$ cat src/rtl/alarm_trigger.sv
// Alarm compare and control FSM: arm/disarm, ring, snooze, auto-timeout, buzzer.
// All outputs come straight from registers.
module alarm_trigger #(
  parameter int unsigned RING_TIMEOUT_S = 60,
  parameter int unsigned SNOOZE_S       = 300,
  parameter int unsigned BUZZ_DIV       = 50000,
  parameter int unsigned MAX_SNOOZES    = 3
) (
  input  logic        clk,
  input  logic        reset,
  input  logic        sec_tick,
  input  logic        settime,
  input  logic        arm_toggle,
  input  logic        snooze_req,
  input  logic        stop_req,
  input  logic [23:0] cur_digits,
  input  logic [23:0] alm_digits,
  output logic        armed,
  output logic        ringing,
  output logic        snoozing,
  output logic        buzzer,
  output logic [9:0]  snooze_left,
  output logic [1:0]  snooze_count
);

  localparam int unsigned DivW = (BUZZ_DIV > 1) ? $clog2(BUZZ_DIV) : 1;
  localparam logic [DivW-1:0] DivLast    = DivW'(BUZZ_DIV - 1);
  localparam logic [9:0]      RingLast   = 10'(RING_TIMEOUT_S - 1);
  localparam logic [9:0]      SnoozeInit = 10'(SNOOZE_S);
  localparam logic [1:0]      MaxSnooze  = 2'(MAX_SNOOZES);

  typedef enum logic [1:0] {StDisarmed, StArmed, StRinging, StSnooze} state_e;

  state_e          state_q, state_d;
  logic            match, match_q, trigger;
  logic [9:0]      ring_cnt_q, ring_cnt_d;
  logic [9:0]      snooze_left_q, snooze_left_d;
  logic [1:0]      snooze_count_q, snooze_count_d;
  logic [DivW-1:0] div_cnt_q, div_cnt_d;
  logic            buzzer_q, buzzer_d;

  assign match   = (cur_digits == alm_digits);
  // Only a fresh match fires; a match left standing after settime drops does not.
  assign trigger = match & ~match_q & ~settime;

  always_comb begin
    state_d        = state_q;
    ring_cnt_d     = ring_cnt_q;
    snooze_left_d  = snooze_left_q;
    snooze_count_d = snooze_count_q;
    case (state_q)
      StDisarmed: begin
        if (arm_toggle) state_d = StArmed;
      end
      StArmed: begin
        if (arm_toggle) begin
          state_d = StDisarmed;
        end else if (trigger) begin
          state_d        = StRinging;
          ring_cnt_d     = '0;
          snooze_count_d = '0;
        end
      end
      StRinging: begin
        if (arm_toggle) begin
          state_d        = StDisarmed;
          snooze_count_d = '0;
        end else if (stop_req) begin
          state_d        = StArmed;
          snooze_count_d = '0;
        end else if (snooze_req && (snooze_count_q < MaxSnooze)) begin
          state_d        = StSnooze;
          snooze_left_d  = SnoozeInit;
          snooze_count_d = snooze_count_q + 2'd1;
        end else if (sec_tick) begin
          if (ring_cnt_q == RingLast) begin
            state_d        = StArmed;
            snooze_count_d = '0;
          end else begin
            ring_cnt_d = ring_cnt_q + 10'd1;
          end
        end
      end
      StSnooze: begin
        if (arm_toggle || stop_req) begin
          state_d        = arm_toggle ? StDisarmed : StArmed;
          snooze_left_d  = '0;
          snooze_count_d = '0;
        end else if (sec_tick) begin
          if (snooze_left_q == 10'd1) begin
            state_d       = StRinging;
            ring_cnt_d    = '0;
            snooze_left_d = '0;
          end else begin
            snooze_left_d = snooze_left_q - 10'd1;
          end
        end
      end
      default: state_d = StDisarmed;
    endcase
  end

  // Buzzer restarts from a known phase on every entry and is silenced on exit.
  always_comb begin
    div_cnt_d = '0;
    buzzer_d  = 1'b0;
    if (state_d == StRinging && state_q == StRinging) begin
      if (div_cnt_q == DivLast) begin
        buzzer_d = ~buzzer_q;
      end else begin
        div_cnt_d = div_cnt_q + 1'b1;
        buzzer_d  = buzzer_q;
      end
    end
  end

  always_ff @(posedge clk or negedge reset) begin
    if (!reset) begin
      state_q        <= StDisarmed;
      match_q        <= 1'b0;
      ring_cnt_q     <= '0;
      snooze_left_q  <= '0;
      snooze_count_q <= '0;
      div_cnt_q      <= '0;
      buzzer_q       <= 1'b0;
    end else begin
      state_q        <= state_d;
      match_q        <= match;
      ring_cnt_q     <= ring_cnt_d;
      snooze_left_q  <= snooze_left_d;
      snooze_count_q <= snooze_count_d;
      div_cnt_q      <= div_cnt_d;
      buzzer_q       <= buzzer_d;
    end
  end

  assign armed        = (state_q != StDisarmed);
  assign ringing      = (state_q == StRinging);
  assign snoozing     = (state_q == StSnooze);
  assign buzzer       = buzzer_q;
  assign snooze_left  = snooze_left_q;
  assign snooze_count = snooze_count_q;

endmodule
$ cat config.mk
export PLATFORM = sky130hd
export DESIGN_NAME = alarm_trigger
export DESIGN_NICKNAME = d
export VERILOG_FILES = /design/src/rtl/alarm_trigger.sv
export SDC_FILE = /design/constraint.sdc
export NUM_CORES = 1
export LEC_CHECK = 0
export BUFFER_PORTS_ARGS = -buffer_cell sky130_fd_sc_hd__buf_2
export CELL_PAD_IN_SITES_DETAIL_PLACEMENT = 0
export CELL_PAD_IN_SITES_GLOBAL_PLACEMENT = 2
export CORE_MARGIN = 5
export CORE_UTILIZATION = 34
export CTS_BUF_LIST = sky130_fd_sc_hd__clkbuf_4 sky130_fd_sc_hd__clkbuf_8
export DETAILED_ROUTE_END_ITERATION = 10
export GPL_TIMING_DRIVEN = 1
export PLACE_DENSITY = 0.95
export REMOVE_ABC_BUFFERS = 1
export SYNTH_ARGS = -nofsm -noshare
export SYNTH_HDL_FRONTEND = slang
export SYNTH_SLANG_ARGS = --single-unit
export TNS_END_PERCENT = 10
$ cat constraint.sdc
create_clock -name clk -period 4.8 [get_ports clk]
set_clock_uncertainty 0.15 [all_clocks]
set_input_delay 0.48 -clock clk [delete_from_list [all_inputs] [get_ports clk]]
set_output_delay 0.48 -clock clk [all_outputs]
set_load 0.05 [all_outputs]
==> summary.txt <==
Global routing
  – Initial antenna violation count: 0
  – Vias in the first global route: 2423
  – Largest net degree at the start of global routing: 43
  – GRT Total Usage: 13.63%
  – First-pass GRT wire length: 10900 µm
  – GRT overflow: 0

Placement
  – Routability Congestion: 0.7658
  – Placed cells: 456
  – Placed Instance Area: 3039 µm²
  – Buffers added on ports: 70
  – Hpwl dp: 4827 µm

Run status
  – Status: finished clean

Floorplan
  – Rows: 31
  – Io pins: 71
  – Die height: 97.34 µm
  – Core area: 7331 µm²
  – Initial core utilization: 35.38%
  – DIE WIDTH: 97.34 µm
  – DIE AREA: 9475 µm²

Timing
  – Setup violators final: 0
  – Final hold slack: 0.1856 ns
  – Setup TNS: 0 ns
  – Final Max Slew Viols: 0
  – RSZ-0062 raised after global routing: no
  – Least-Margin Pin Slew: 0.9587 ns
  – Tmin final: 2.541 ns
  – Max frequency: 393.5 MHz
  – Count of final hold-check violations: 0
  – Headroom to the max-slew limit: 36.09%
  – Fin crit share: 52.94%

CTS
  – Clock root cell: clkbuf_8
  – H-tree depth: 2
  – Maximum clock path buffer count: 2
  – Hold Buf Count CTS: 0
  – CTS tree: yes
  – Clock Sinks: 42
  – Clock-pin slew on the worst setup and hold paths: 0.09 ns
  – Post_cts resized: 0
  – Clock Latency Late Sink: 0.30 ns
  – Post-CTS setup buffers: 0
  – Num CTS Buffers: 5

Worst setup path
  – R2R Path Start: snooze_left[0]
  – Setup crit start: state_q[1]
  – Worst Path Max Fanout: 11
  – Critical path startpoint category: flop
  – Endpoint class of the critical path: output port
  – CP Data Arrival Time: 1.91 ns
  – Worst setup path category: reg -> out
  – Critical Path RT: 4.17 ns

Logic synthesis
  – Distinct cells, synth: 47
  – Most frequent cell after synthesis: dfrtp_1
  – Seq/Total Area, Yosys: 40.52%
  – Primary FF master, synth: dfrtp_1
  – Most frequent cells after synthesis: dfrtp_1 (42), nor2_1 (39), xor2_1 (33)
  – Syn_area_per_cell: 8.852 µm²
  – Async S/R FF share, synth: 100.0%
  – Number of flops mapped to enable cells by yosys: 0
  – Largest area contributor in the netlist: dfrtp_1
  – Total number of yosys warnings: 0
  – Top cells by area, synth: dfrtp_1 (41%), xor2_1 (11%), nor2_1 (5.6%), o21ai_0 (3.9%), nand3_1 (3.1%)
  – Mapped Area: 2594 µm²
  – Synth top area share: 40.52%
  – Yosys reg bits: 42
  – Post-Syn Instances: 293

Drt
  – Via density: 5.019
  – Routed via count: 2329
  – Drt drc: 0
  – DR pass1 iterations: 4
  – ANT nets after route: 0
  – DR iter-0 viols: 125
  – Routed WL: 6273 µm
  – Wire per inst: 13.52 µm

Final layout
  – Area Overhead vs Synth: 21.56%
  – Fillers: 750
  – Fin cells: 464
  – Net count, final: 424
  – Storage element area: 1051 µm²
  – Multi-input logic area: 1450 µm²
  – Number of diodes: 0
  – Post-route design area: 3153 µm²
  – Share of layout cells above drive strength 1: 23.56%

Power
  – PD cells: 225.4 nW/µm²
  – Final Power: 710.7 µW
  – VDD IR-drop max: 106.3 µV
  – Leak: 0.001448 µW

Hold path
  – Worst hold path class: in -> async

Run
  – Maximum capacitance violations: 0
state kept, by name, summed over array words and instances, names as in the netlist:
signal / count
snooze_left: 10
ring_cnt_q: 10
div_cnt_q: 16
state_q: 2
snooze_count: 2
buzzer: 1
match_q: 1
kinds of logic (layout without fill, tap and decap cells):
logic type                 count (synthesis)  count (layout)  share of synthesized area [%]
and+or+nand+nor                          132             132                          26.97
AOI/OAI and AO/OA                         51              51                          12.98
DFF                                       42              42                          40.52
xor gates and xnor gates                  39              39                          13.17
buffers and inverters                     23              95                          3.570
adders and majority gates                  5               5                          2.412
muxes                                      1               1                         0.3859
worst max-delay path: stages (launching register included):
cell	delay, ns
dfrtp_1	0.53
nor2b_1	0.68
buf_2	0.39
per-layer routing:
metal / global-route usage [%] / part of all wire (%) / wire [µm]
met5: 0 / 0 / 0
met4: 3.514 / 1.1 / 69
met3: 3.518 / 6.1 / 384
met2: 23.09 / 47 / 2932
met1: 17.30 / 46 / 2886
cell type report:
type / instances / area share [%]
clock buffer: 5 / 2.183
clock inverter: 3 / 1.429
inverter: 17 / 2.024
multi-input combinational: 228 / 45.99
sequential: 42 / 33.33
tap: 99 / 3.929
timing repair buffer: 70 / 11.11
layout by cell type (no fill, tap or decap), drive strengths merged, types with 3 or more instances in the layout:
cell type | Yosys | final
a21oi | 4 | 4
a22o | 4 | 4
a31oi | 4 | 4
and2 | 3 | 3
and3 | 7 | 7
buf | 3 | 70
clkbuf | 3 | 5
dfrtp | 42 | 42
ha | 5 | 5
inv | 17 | 17
nand2 | 20 | 20
nand2b | 7 | 7
nand3 | 16 | 16
nand4 | 9 | 9
nor2 | 39 | 39
nor3 | 5 | 5
nor4 | 9 | 9
o21ai | 22 | 22
o31ai | 5 | 5
or3 | 3 | 3
xnor2 | 6 | 6
xor2 | 33 | 33
through the flow:
step	util (%)	setup slack [ns]
floorplan	-	2.457
global placement	41.46	2.542
detailed placement	41.46	2.554
CTS	43.01	2.232
global route	43.01	2.139
finish	43.01	2.259
worst paths after layout:
path	to	slack, ns	depth (start not counted)
worst max-delay path	ringing	2.26	2
worst min-delay path	div_cnt_q[1]	0.19	1
worst max register to register	snooze_left[8]	2.57	7
worst min register to register	div_cnt_q[0]	0.37	1
max in group asynchronous	ring_cnt_q[2]	3.72	1
min in group clk	state_q[0]	0.27	3
where the power goes:
group	internal [µW]	total [µW]	switching, µW
Combinational	29.7	65.5	35.8
Sequential	355	358	3.38
Clock	155	287	132
(Power assumes the default switching activity.)
